<file path="src/rtl/pipeline_control.sv">
// Hazard and stall controller for a five-stage pipeline: drives PC and latch
// enable/flush pairs, tracks a sticky halt and saturating stall/flush counters.
module pipeline_control (
    input  logic        CLK,
    input  logic        nRST,
    input  logic        ihit,
    input  logic        dhit,
    input  logic [4:0]  id_rs,
    input  logic [4:0]  id_rt,
    input  logic        id_jump,
    input  logic        ex_dREN,
    input  logic [4:0]  ex_wsel,
    input  logic        mem_dREN,
    input  logic        mem_dWEN,
    input  logic        mem_branch_taken,
    input  logic        wb_halt,
    output logic        pc_en,
    output logic        fetch_en,
    output logic        fetch_flush,
    output logic        decode_en,
    output logic        decode_flush,
    output logic        exec_en,
    output logic        exec_flush,
    output logic        mem_en,
    output logic        mem_flush,
    output logic        halt,
    output logic [15:0] stall_count,
    output logic [15:0] flush_count
);

    typedef enum logic [1:0] {
        RUN        = 2'd0,
        LOAD_STALL = 2'd1,
        DMEM_WAIT  = 2'd2,
        HALTED     = 2'd3
    } state_t;

    state_t      r_state;
    state_t      w_next_state;
    logic [15:0] r_stall_count;
    logic [15:0] r_flush_count;
    logic        w_stall_inc;
    logic        w_flush_inc;
    logic        w_dmem_busy;
    logic        w_load_use;

    // DMEM_WAIT keeps waiting on dhit even if the memory stage request drops.
    assign w_dmem_busy = ((r_state == DMEM_WAIT) | mem_dREN | mem_dWEN) & ~dhit;

    // The bubble sitting in execute after a load stall must not re-trigger.
    assign w_load_use  = (r_state != LOAD_STALL) & ex_dREN & (ex_wsel != 5'd0)
                       & ((ex_wsel == id_rs) | (ex_wsel == id_rt));

    always_comb begin
        // NOTE: every output gets a default first so no path can infer a latch.
        w_next_state = r_state;
        w_stall_inc  = 1'b0;
        w_flush_inc  = 1'b0;
        pc_en        = 1'b0;
        fetch_en     = 1'b0;
        fetch_flush  = 1'b0;
        decode_en    = 1'b0;
        decode_flush = 1'b0;
        exec_en      = 1'b0;
        exec_flush   = 1'b0;
        mem_en       = 1'b0;
        mem_flush    = 1'b0;

        // A flushed latch always has its enable low, so flush wins at every latch.
        if (!nRST) begin
            fetch_flush  = 1'b1;
            decode_flush = 1'b1;
            exec_flush   = 1'b1;
            mem_flush    = 1'b1;
        end else if (r_state == HALTED) begin
            w_next_state = HALTED;
        end else if (wb_halt) begin
            w_next_state = HALTED;
        end else if (w_dmem_busy) begin
            w_next_state = DMEM_WAIT;
            w_stall_inc  = 1'b1;
        end else if (mem_branch_taken) begin
            w_next_state = RUN;
            pc_en        = 1'b1;
            fetch_flush  = 1'b1;
            decode_flush = 1'b1;
            exec_flush   = 1'b1;
            mem_en       = 1'b1;
            w_flush_inc  = 1'b1;
        end else if (w_load_use) begin
            w_next_state = LOAD_STALL;
            decode_flush = 1'b1;
            exec_en      = 1'b1;
            mem_en       = 1'b1;
            w_stall_inc  = 1'b1;
        end else if (id_jump && ihit) begin
            // A jump only redirects once its own fetch has completed.
            w_next_state = RUN;
            pc_en        = 1'b1;
            fetch_flush  = 1'b1;
            decode_en    = 1'b1;
            exec_en      = 1'b1;
            mem_en       = 1'b1;
            w_flush_inc  = 1'b1;
        end else if (!ihit) begin
            w_next_state = RUN;
            fetch_flush  = 1'b1;
            decode_en    = 1'b1;
            exec_en      = 1'b1;
            mem_en       = 1'b1;
            w_stall_inc  = 1'b1;
        end else begin
            w_next_state = RUN;
            pc_en        = 1'b1;
            fetch_en     = 1'b1;
            decode_en    = 1'b1;
            exec_en      = 1'b1;
            mem_en       = 1'b1;
        end
    end

    always_ff @(posedge CLK) begin
        // NOTE: state uses non-blocking assignments so every register samples pre-edge values.
        if (!nRST) begin
            r_state       <= RUN;
            r_stall_count <= 16'd0;
            r_flush_count <= 16'd0;
        end else begin
            r_state <= w_next_state;
            if (w_stall_inc && (r_stall_count != 16'hFFFF))
                r_stall_count <= r_stall_count + 16'd1;
            if (w_flush_inc && (r_flush_count != 16'hFFFF))
                r_flush_count <= r_flush_count + 16'd1;
        end
    end

    assign halt        = (r_state == HALTED);
    assign stall_count = r_stall_count;
    assign flush_count = r_flush_count;

endmodule
</file>
<file path="config.mk">
export PLATFORM = sky130hd
export DESIGN_NAME = pipeline_control
export DESIGN_NICKNAME = d
export VERILOG_FILES = /design/src/rtl/pipeline_control.sv
export SDC_FILE = /design/constraint.sdc
export NUM_CORES = 1
export LEC_CHECK = 0
export BUFFER_PORTS_ARGS = -buffer_cell sky130_fd_sc_hd__buf_4
export CAP_MARGIN = 20
export CORE_ASPECT_RATIO = 1.75
export CORE_UTILIZATION = 51
export DETAILED_ROUTE_END_ITERATION = 10
export PLACE_DENSITY = 0.8
export RECOVER_POWER = 100
export SLEW_MARGIN = 20
export SYNTH_ARGS = -nofsm -noshare
export SYNTH_HDL_FRONTEND = slang
export SYNTH_SLANG_ARGS = --single-unit
</file>
<file path="constraint.sdc">
create_clock -name CLK -period 2.6 [get_ports CLK]
set_input_delay 0.39 -clock CLK [delete_from_list [all_inputs] [get_ports CLK]]
set_output_delay 0.39 -clock CLK [all_outputs]
set_load 0.005 [all_outputs]
</file>
## After elaboration in Yosys (flattened, before gate mapping)

Cells that the tools add are included.

| cells by class | value |
|---|---|
| add/sub/neg operators | 2 |
| equal/unequal tests | 7 |
| mux-type cells | 69 |
| bitwise operators | 8 |
| reductions and logical operators | 4 |

Operators with widths:

| operator | count |
|---|---|
| two-way mux 1 bit | 66 |
| adder 16 x 1 -> 16 bit, second input constant | 2 |
| inequality test 16 bit, second input constant | 2 |
| equality test 5 bit | 2 |
| two-way mux 2 bit | 3 |
| nonzero test 5 bit | 1 |
| bitwise AND 1 bit | 4 |
| equality test 2 bit, second input constant | 2 |
| logical AND 1 bit | 3 |
| bitwise OR 1 bit | 3 |
| inequality test 2 x 1 -> 1 bit, second input constant | 1 |
| inverter 1 bit | 1 |

| word-level totals | value |
|---|---|
| flip-flop bits (word level) | 34 |
| bits of input ports | 25 |
| output and inout bits | 42 |

## Logic depth before layout (Yosys ltp)

Gate-level depths: netlist of run 1.

| logic depth | value |
|---|---|
| depth after elaboration | 11 |
| depth in mapped cells | 8 |

## Least setup slack after synthesis of run 1

Ideal clock, no wire load.

| timing | value |
|---|---|
| path kind | input to register |
| from | input ex_wsel[1] |
| to | register r_flush_count[12] (netlist: flush_count[12]) |
| setup time | 131 ps |
| data arrival time | 1,895 ps |
| required time | 2,469 ps |
| setup slack | 574 ps |
| stages | 8 |
| path buffers | 2 |
| path through | or4_1 > o221ai_2 > or2_4 > o21ai_2 > buf_6 > buf_6 > o311ai_1 > o41ai_1 |

| on the way | value |
|---|---|
| word-level cells in the longest chain between the ends | 10 |
| elaborated cells on any way between the ends | 13 |

Ends and longest elaborated chain:

| item | RTL line | RTL |
|---|---|---|
| start: declaration | 12 | `input logic [4:0] ex_wsel,` |
| equality test 5 bit / nonzero test 5 bit (equally long branches) | 52, 51 |  |
| bitwise OR 1 bit / bitwise AND 1 bit (equally long branches) | 52, 51 |  |
| bitwise AND 1 bit (*) | 52 | `& ((ex_wsel == id_rs) \| (ex_wsel == id_rt));` |
| two-way mux 1 bit (*) | 90 | `end else if (w_load_use) begin` |
| two-way mux 1 bit (*) | 82 | `end else if (mem_branch_taken) begin` |
| two-way mux 1 bit (*) | 79 | `end else if (w_dmem_busy) begin` |
| two-way mux 1 bit (*) | 77 | `end else if (wb_halt) begin` |
| two-way mux 1 bit (*) | 75 | `end else if (r_state == HALTED) begin` |
| two-way mux 1 bit (*) | 70 | `if (!nRST) begin` |
| logical AND 1 bit (*) | 132 | `if (w_flush_inc && (r_flush_count != 16'hFFFF))` |
| end signal: assignment | 133 | `r_flush_count <= r_flush_count + 16'd1;` |
| end: declaration | 41 | `logic [15:0] r_flush_count;` |

Mark *: on every way between the ends. The rest lies on a longest branch, timed or not.
A chain may end at the register's enable or synchronous reset.

## Worst setup path in the final report of run 1

| timing | value |
|---|---|
| from | input ex_wsel[1] |
| to | output fetch_en |

| on the way | value |
|---|---|
| word-level cells in the longest chain between the ends | 9 |
| elaborated cells on any way between the ends | 12 |

Ends and longest elaborated chain:

| item | RTL line | RTL |
|---|---|---|
| equality test 5 bit / nonzero test 5 bit (equally long branches) | 52, 51 |  |
| bitwise OR 1 bit / bitwise AND 1 bit (equally long branches) | 52, 51 |  |
| bitwise AND 1 bit (*) | 52 |  |
| two-way mux 1 bit (*) | 90 |  |
| two-way mux 1 bit (*) | 82 |  |
| two-way mux 1 bit (*) | 79 |  |
| two-way mux 1 bit (*) | 77 |  |
| two-way mux 1 bit (*) | 75 |  |
| two-way mux 1 bit (*) | 70 |  |
| end: declaration | 18 | `output logic fetch_en,` |

Marks and branches as above.

==> qor.yml, run 1 <==
run_status:
  outcome: "completed"
routing:
  drc: 0
  drt_iter0_markers: 44
  detail-route-antenna-nets: 0
  routedWlPerCell_um: 13.54
  totalWireLength_um: 4956
  drt_pre_antenna_iters: 5
  viasPerCell: 5.861
  vias: 2145
global_route:
  antenna_found_initial: 0
  grt_max_degree: 31
  grt_usage: 0.2327
  grt_pass1_wl_um: 7928
  first_global_vias: 1901
  grt_overflow: 0
clock_tree:
  cts_root_buf: "clkbuf_8"
  cts.sinks: 34
  cts_buffers: 5
  clk_path_buf_depth: 2
  ctsResizeCount: 0
  htreeDepth: 2
  cts_tree: "built"
  clkSlewWorstSetupHoldPaths_ns: 0.07
  cts_hold_buf: 0
  clock_latency_ns: 0.29
  cts_setup_buffers: 0
min_path:
  hold_path_class: "primary input to flip-flop"
pwr:
  peakVddDrop_mv: 0.3786
  p_per_area_nw_per_um2: 435.9
  p_leak_nw: 0.9867
sta:
  worst_clock_skew_ns: 0.005613
  fmax_mhz: 418.5
  setup_violations: 0
  finalHoldViolations: 0
  maxSlewViolCount: 0
  fin_crit_sh: 0.9190
  grt_setup_unrepaired: "false"
  worst_slew_pin_slew_ns: 0.6241
  setup_tns_ns: 0
  post-route-min-period_ns: 2.389
  timing.slew.headroom: 0.5839
critical_path:
  cp_max_fo: 4
  critPathLaunchType: "primary input"
  slowest_delay_ns: 0.52
  arrival_ns: 2.00
  crit_chain: "clkbuf_1 > or4_1 > o221ai_1 > nand2b_1 > and2_0 > nor3b_1 > buf_4"
  cp-end-kind: "primary output"
  crit_type: "primary input to primary output"
  crit_path_top_delay_cell: "or4_1"
  cp.required_ns: 2.21
job:
  max_cap_viol_count: 0
synth:
  synth-warning-count: 0
  synth_edf_count: 0
  synth_area_um2: 2053
  yosys.cell_types.count: 48
  synth_nets: 275
  async_reset_ff_frac: 0
  synthFlopType: "dfxtp_1"
  avgSynthCellArea_um2: 8.279
  yosysSeqAreaShare: 0.3315
  synth_seq_cells: 34
  syn_inst: 248
floorplan:
  start_util: 0.5311
  coreArea_um2: 3866
  ios: 67
  fp-row-count: 30
  die_w_um: 49.97
  dieArea_um2: 4294
  die_h_um: 85.94
layout:
  fin_area_um2: 2675
  finalNonFillerCells: 366
  num_antenna_cells: 0
  drive_gt1_frac: 0.2673
  layout_common_cells: "clkbuf_4, dfxtp_1, buf_4"
  nNetsFinal: 344
  nFillCells: 339
  area_delta_synth_final_pct: 30.29
  final_common_cell: "clkbuf_4"
placement:
  portBuffers: 66
  place_inst: 358
  place.gp.congestion: 0.7823
  detailed_place_hpwl_um: 3806
  place_area_um2: 2587
-- registers in the layout, summed over array words and instances (netlist names) --
name	count
flush_count	16
stall_count	16
r_state	2
-- metrics by stage --
stage	power, mW	worst slack (ns)	utilization	hold WS (ns)
after global routing	1.207	0.08581	0.6919	0.4705
final	1.166	0.2105	0.6919	0.4365
after floorplan	0.6287	0.5744	-	0.4666
after CTS	1.183	0.2583	0.6987	0.4351
after global placement	0.6928	0.3137	0.6693	0.4721
after detailed placement	0.6944	0.2675	0.6693	0.4856
-- cell type report --
cell class | instances | area (um2) | share of cell area
clock inverter | 3 | 45.04 | 0.01684
sequential | 34 | 680.7 | 0.2544
timing repair buffer | 72 | 530.5 | 0.1983
tap | 48 | 60.06 | 0.02245
multi-input combinational | 196 | 1260 | 0.4710
inverter | 8 | 30.03 | 0.01123
clock buffer | 5 | 68.82 | 0.02572
-- cell families after synthesis --
logic type | synth area share
DFF | 0.3315
and+or+nand+nor | 0.3181
AOI/OAI and AO/OA | 0.1901
buffers and inverters | 0.04692
muxes | 0.05850
xor gates and xnor gates | 0.04265
adders and majority gates | 0.01219
-- where the power goes --
group          switching, mW  leakage [nW]  internal (mW)  total [mW]
sequential           0.00578         0.275          0.525       0.531
combinational         0.0753         0.662         0.0687       0.144
clock                  0.206        0.0504          0.285       0.491
-- metal layers --
metal / global-route usage / wire (um) / vias to the layer above
met3: 0.03723 / 163 / 7
met2: 0.4742 / 2849 / 58
met4: 0.06234 / 65 / 0
li1: - / - / 1066
met5: 0 / 0 / -
met1: 0.2299 / 1878 / 1014
-- cells in the mapped netlist, types with 2 or more instances --
cell type  count  share of area
and3_1         6          0.018
a21boi_1       2         0.0073
nand2b_1      10          0.030
o21ai_0        2         0.0049
inv_1          6          0.011
nand4_1        7          0.021
or3_1          5          0.015
o211ai_1       2         0.0073
o31a_1         2         0.0085
or4_1          6          0.022
buf_2          2         0.0049
o41ai_1        4          0.017
nand3_1       16          0.039
mux2i_1       12          0.059
a21oi_1       16          0.039
nor4b_2        2          0.015
ha_1           2          0.012
nor3_1         5          0.012
nand2_1       27          0.049
dfxtp_1       34           0.33
xnor2_1       10          0.043
nor4_1         4          0.012
and4_1         3          0.013
clkbuf_1       4         0.0073
o311ai_1       6          0.026
o21ai_1        8          0.020
nor3b_1        3          0.011
buf_6          3          0.016
nor2_1        12          0.022
o31ai_1        6          0.022
and2_1         4          0.012
-- final timing paths --
| check | cells past startpoint | endpoint | slack [ns] | from |
|---|---|---|---|---|
| max | 7 | fetch_en | 0.21 | ex_wsel[1] |
| min | 4 | r_state[0] | 0.44 | wb_halt |
| min reg2reg | 2 | stall_count[4] | 0.50 | stall_count[4] |
| max reg2reg | 6 | stall_count[11] | 0.48 | stall_count[6] |
-- worst max-delay path, delay by kind of cell --
family	cells	cell delay [ns]
compound gates	1	0.28
buf+inv	2	0.25
simple gates	4	1.08
(Power assumes the default switching activity.)
==> run 2, diff against run 1 <==
- CORE_UTILIZATION: 51 -> 46
- PLACE_DENSITY: 0.8 -> 0.76
- REMOVE_ABC_BUFFERS: not set -> 1
- SLEW_MARGIN: 20 -> not set
- clock period: 2.6 -> 2.1 ns (I/O delays scaled with it)
==> run 2 against run 1 <==
Against the previous run: register-to-register slack worse by 0.43 ns; highest routed layer unchanged; count of clock-buffer cells in the layout is 2 higher; critical endpoint unchanged; worst setup slack worse by 0.16 ns.
==> qor.yml, run 2 (synthesis gave the netlist of run 1 again) <==
routing:
  detail-route-antenna-nets: 0  # unchanged
  routedWlPerCell_um: 14.80  # +9.3%
  vias: 2239  # +4.4%
  drt_pre_antenna_iters: 4  # -1
  totalWireLength_um: 5756  # +16%
  drc: 0  # unchanged
  viasPerCell: 5.756  # -1.8%
  drt_iter0_markers: 72  # +64%
pwr:
  internal-power_mw: 1.033  # +17%
  clock_power_share: 0.362  # -0.059
  total_power_mw: 1.391  # +19%
  p_sw_frac: 0.2575  # +0.01139
  p_leak_nw: 1.145  # +16%
  pwr-share-seq: 0.474  # +0.019
  switchingPower_uw: 358.0  # +25%
  p_comb_frac: 0.164  # +0.040
  p_per_area_nw_per_um2: 478.0  # +9.7%
  peakVddDrop_mv: 0.4904  # +30%
layout:
  nFillCells: 361  # +6.5%
  nNetsFinal: 366  # +6.4%
  drive_gt1_frac: 0.3529  # +0.08565
  final_common_cell: "buf_4"
  num_antenna_cells: 0  # unchanged
  layout_common_cells: "buf_4, dfxtp_1, nand2_1"
  area_delta_synth_final_pct: 41.68
  final_util: 0.6944  # +0.002535
critical_path:
  cp.required_ns: 1.78  # -0.43 ns
  r2r_start: "r_state[0]"
  rr_worst_depth: 7  # +1
  cp_max_fo: 5  # +1
  crit_type: "flip-flop to primary output"
  r2r_slack_ns: 0.05  # -0.43 ns
  worst_r2r_endpoint: "stall_count[13]"
  cp-end-kind: "primary output"
  crit_start: "r_state[0]"
  arrival_ns: 1.73  # -0.27 ns
  critPathLaunchType: "flip-flop"
clock_tree:
  cts_root_buf: "clkbuf_8"
  cts_hold_buf: 0  # unchanged
  cts_tree: "built"
  cts.sinks: 34  # unchanged
  htreeDepth: 2  # unchanged
  clk_path_buf_depth: 2  # unchanged
  clkSlewWorstSetupHoldPaths_ns: 0.07  # about the same
  clock_latency_ns: 0.28  # about the same
  cts_buffers: 5  # unchanged
global_route:
  antenna_found_initial: 0  # unchanged
  grt_usage: 0.2590  # +0.02625
  grt_pass1_wl_um: 9418  # +19%
  first_global_vias: 2193  # +15%
  grt_max_degree: 30  # -3.2%
  grt_overflow: 0  # unchanged
sta:
  maxSlewViolCount: 0  # unchanged
  fin_crit_sh: 0.9738
  post-route-min-period_ns: 2.045
  fmax_mhz: 489.0
  worst_slew_pin_slew_ns: 0.5250  # -0.09916 ns
  postLayoutSetupSlackWorst_ns: 0.05495  # -0.1556 ns
  grt_setup_unrepaired: "true"
  timing.slew.headroom: 0.6500  # +0.06606
  setup_violations: 0  # unchanged
  worst_clock_skew_ns: 0.003499  # -0.002114 ns
  finalHoldViolations: 0  # unchanged
placement:
  portBuffers: 66  # unchanged
  pre_cts_slack_ns: -0.1465  # -0.4140 ns
  place.gp.congestion: 0.8252  # +5.5%
  detailed_place_hpwl_um: 4397  # +16%
floorplan:
  dieArea_um2: 4745  # +11%
  ios: 67  # unchanged
  die_h_um: 90.38  # +5.2%
  coreArea_um2: 4189  # +8.3%
  fp-row-count: 31  # +3.3%
  start_util: 0.4901  # -0.04092
  die_w_um: 52.51  # +5.1%
min_path:
  whs_path_depth: 2  # -2
  min_from: "wb_halt"
  holdPathEnd: "r_state[1]"
  hold_path_class: "primary input to flip-flop"
run_status:
  outcome: "completed"
job:
  max_cap_viol_count: 0  # unchanged
run 2: cell types whose count changed in the layout (fill, tap and decap cells not counted), moves of 2 or more:
cell and delta:
buf_4 +62, clkbuf_4 -38, o311ai_0 -3, o311ai_1 +3, a21oi_1 -2, and2_0 -2
and2_1 +2, clkinvlp_4 -2, dfxtp_1 -2, o21ai_0 -2, or2_4 +2
run 2: per-stage QoR:
step	cells	TNS (ns)	area [um2]	hold WS, ns
4_1_cts	389	0	2882	0.3458
2_1_floorplan	238	-2.648	1987	0.4548
3_5_place_dp	380	-1.026	2759	0.4760
3_3_place_gp	380	-0.6491	2759	0.4676
6_report	389	0	2909	0.3666
5_1_grt	389	-0.05876	2909	0.3700
run 2: worst max path at each step:
stage | to | slack (ns) | cells after the start
after floorplan | stall_count[14] | -0.22 | 6
after global placement | flush_count[14] | -0.11 | 8
after detailed placement | flush_count[3] | -0.15 | 8
after CTS | fetch_en | 0.02 | 7
after global routing | stall_count[6] | -0.02 | 7
final | fetch_en | 0.05 | 7
run 2: area by class of cell:
cell class	count	area (um2)	share of cell area
clock buffer	7	86.33	0.02968
inverter	8	30.03	0.01032
timing repair buffer	94	718.2	0.2469
tap	49	61.31	0.02108
clock inverter	1	5.005	0.001720
sequential	34	685.7	0.2357
multi-input combinational	196	1323	0.4546
run 2: power by group through the flow:
stage	combinational [mW]	clock (mW)	sequential, mW
after floorplan	0.0883	0	0.671
after global placement	0.212	0	0.672
after detailed placement	0.216	0	0.671
after CTS	0.222	0.514	0.658
after global routing	0.246	0.540	0.660
final	0.228	0.503	0.660
run 2: per-layer routing:
| metal | global-route usage | wire length, um | part of all wire | vias up |
|---|---|---|---|---|
| li1 | - | - | - | 1111 |
| met1 | 0.2430 | 2091 | 0.36 | 1047 |
| met2 | 0.4905 | 3256 | 0.57 | 65 |
| met3 | 0.05387 | 227 | 0.039 | 16 |
| met4 | 0.1228 | 180 | 0.031 | 0 |
| met5 | 0 | 0 | 0 | - |
run 2: critical path, stage by stage (launching register included):
cell      delay [ns]
dfxtp_4         0.37
nand2b_1        0.16
a21oi_2         0.27
or2_4           0.19
nor2_2          0.04
and2_1          0.15
nor3b_2         0.14
buf_4           0.13
run 2: timing repair:
item	in CTS	in global routing
hold endpoints to repair	0	0
setup endpoints to repair	2	3
setup buffers	1	0
resized for setup	7	5
pin swaps	1	1
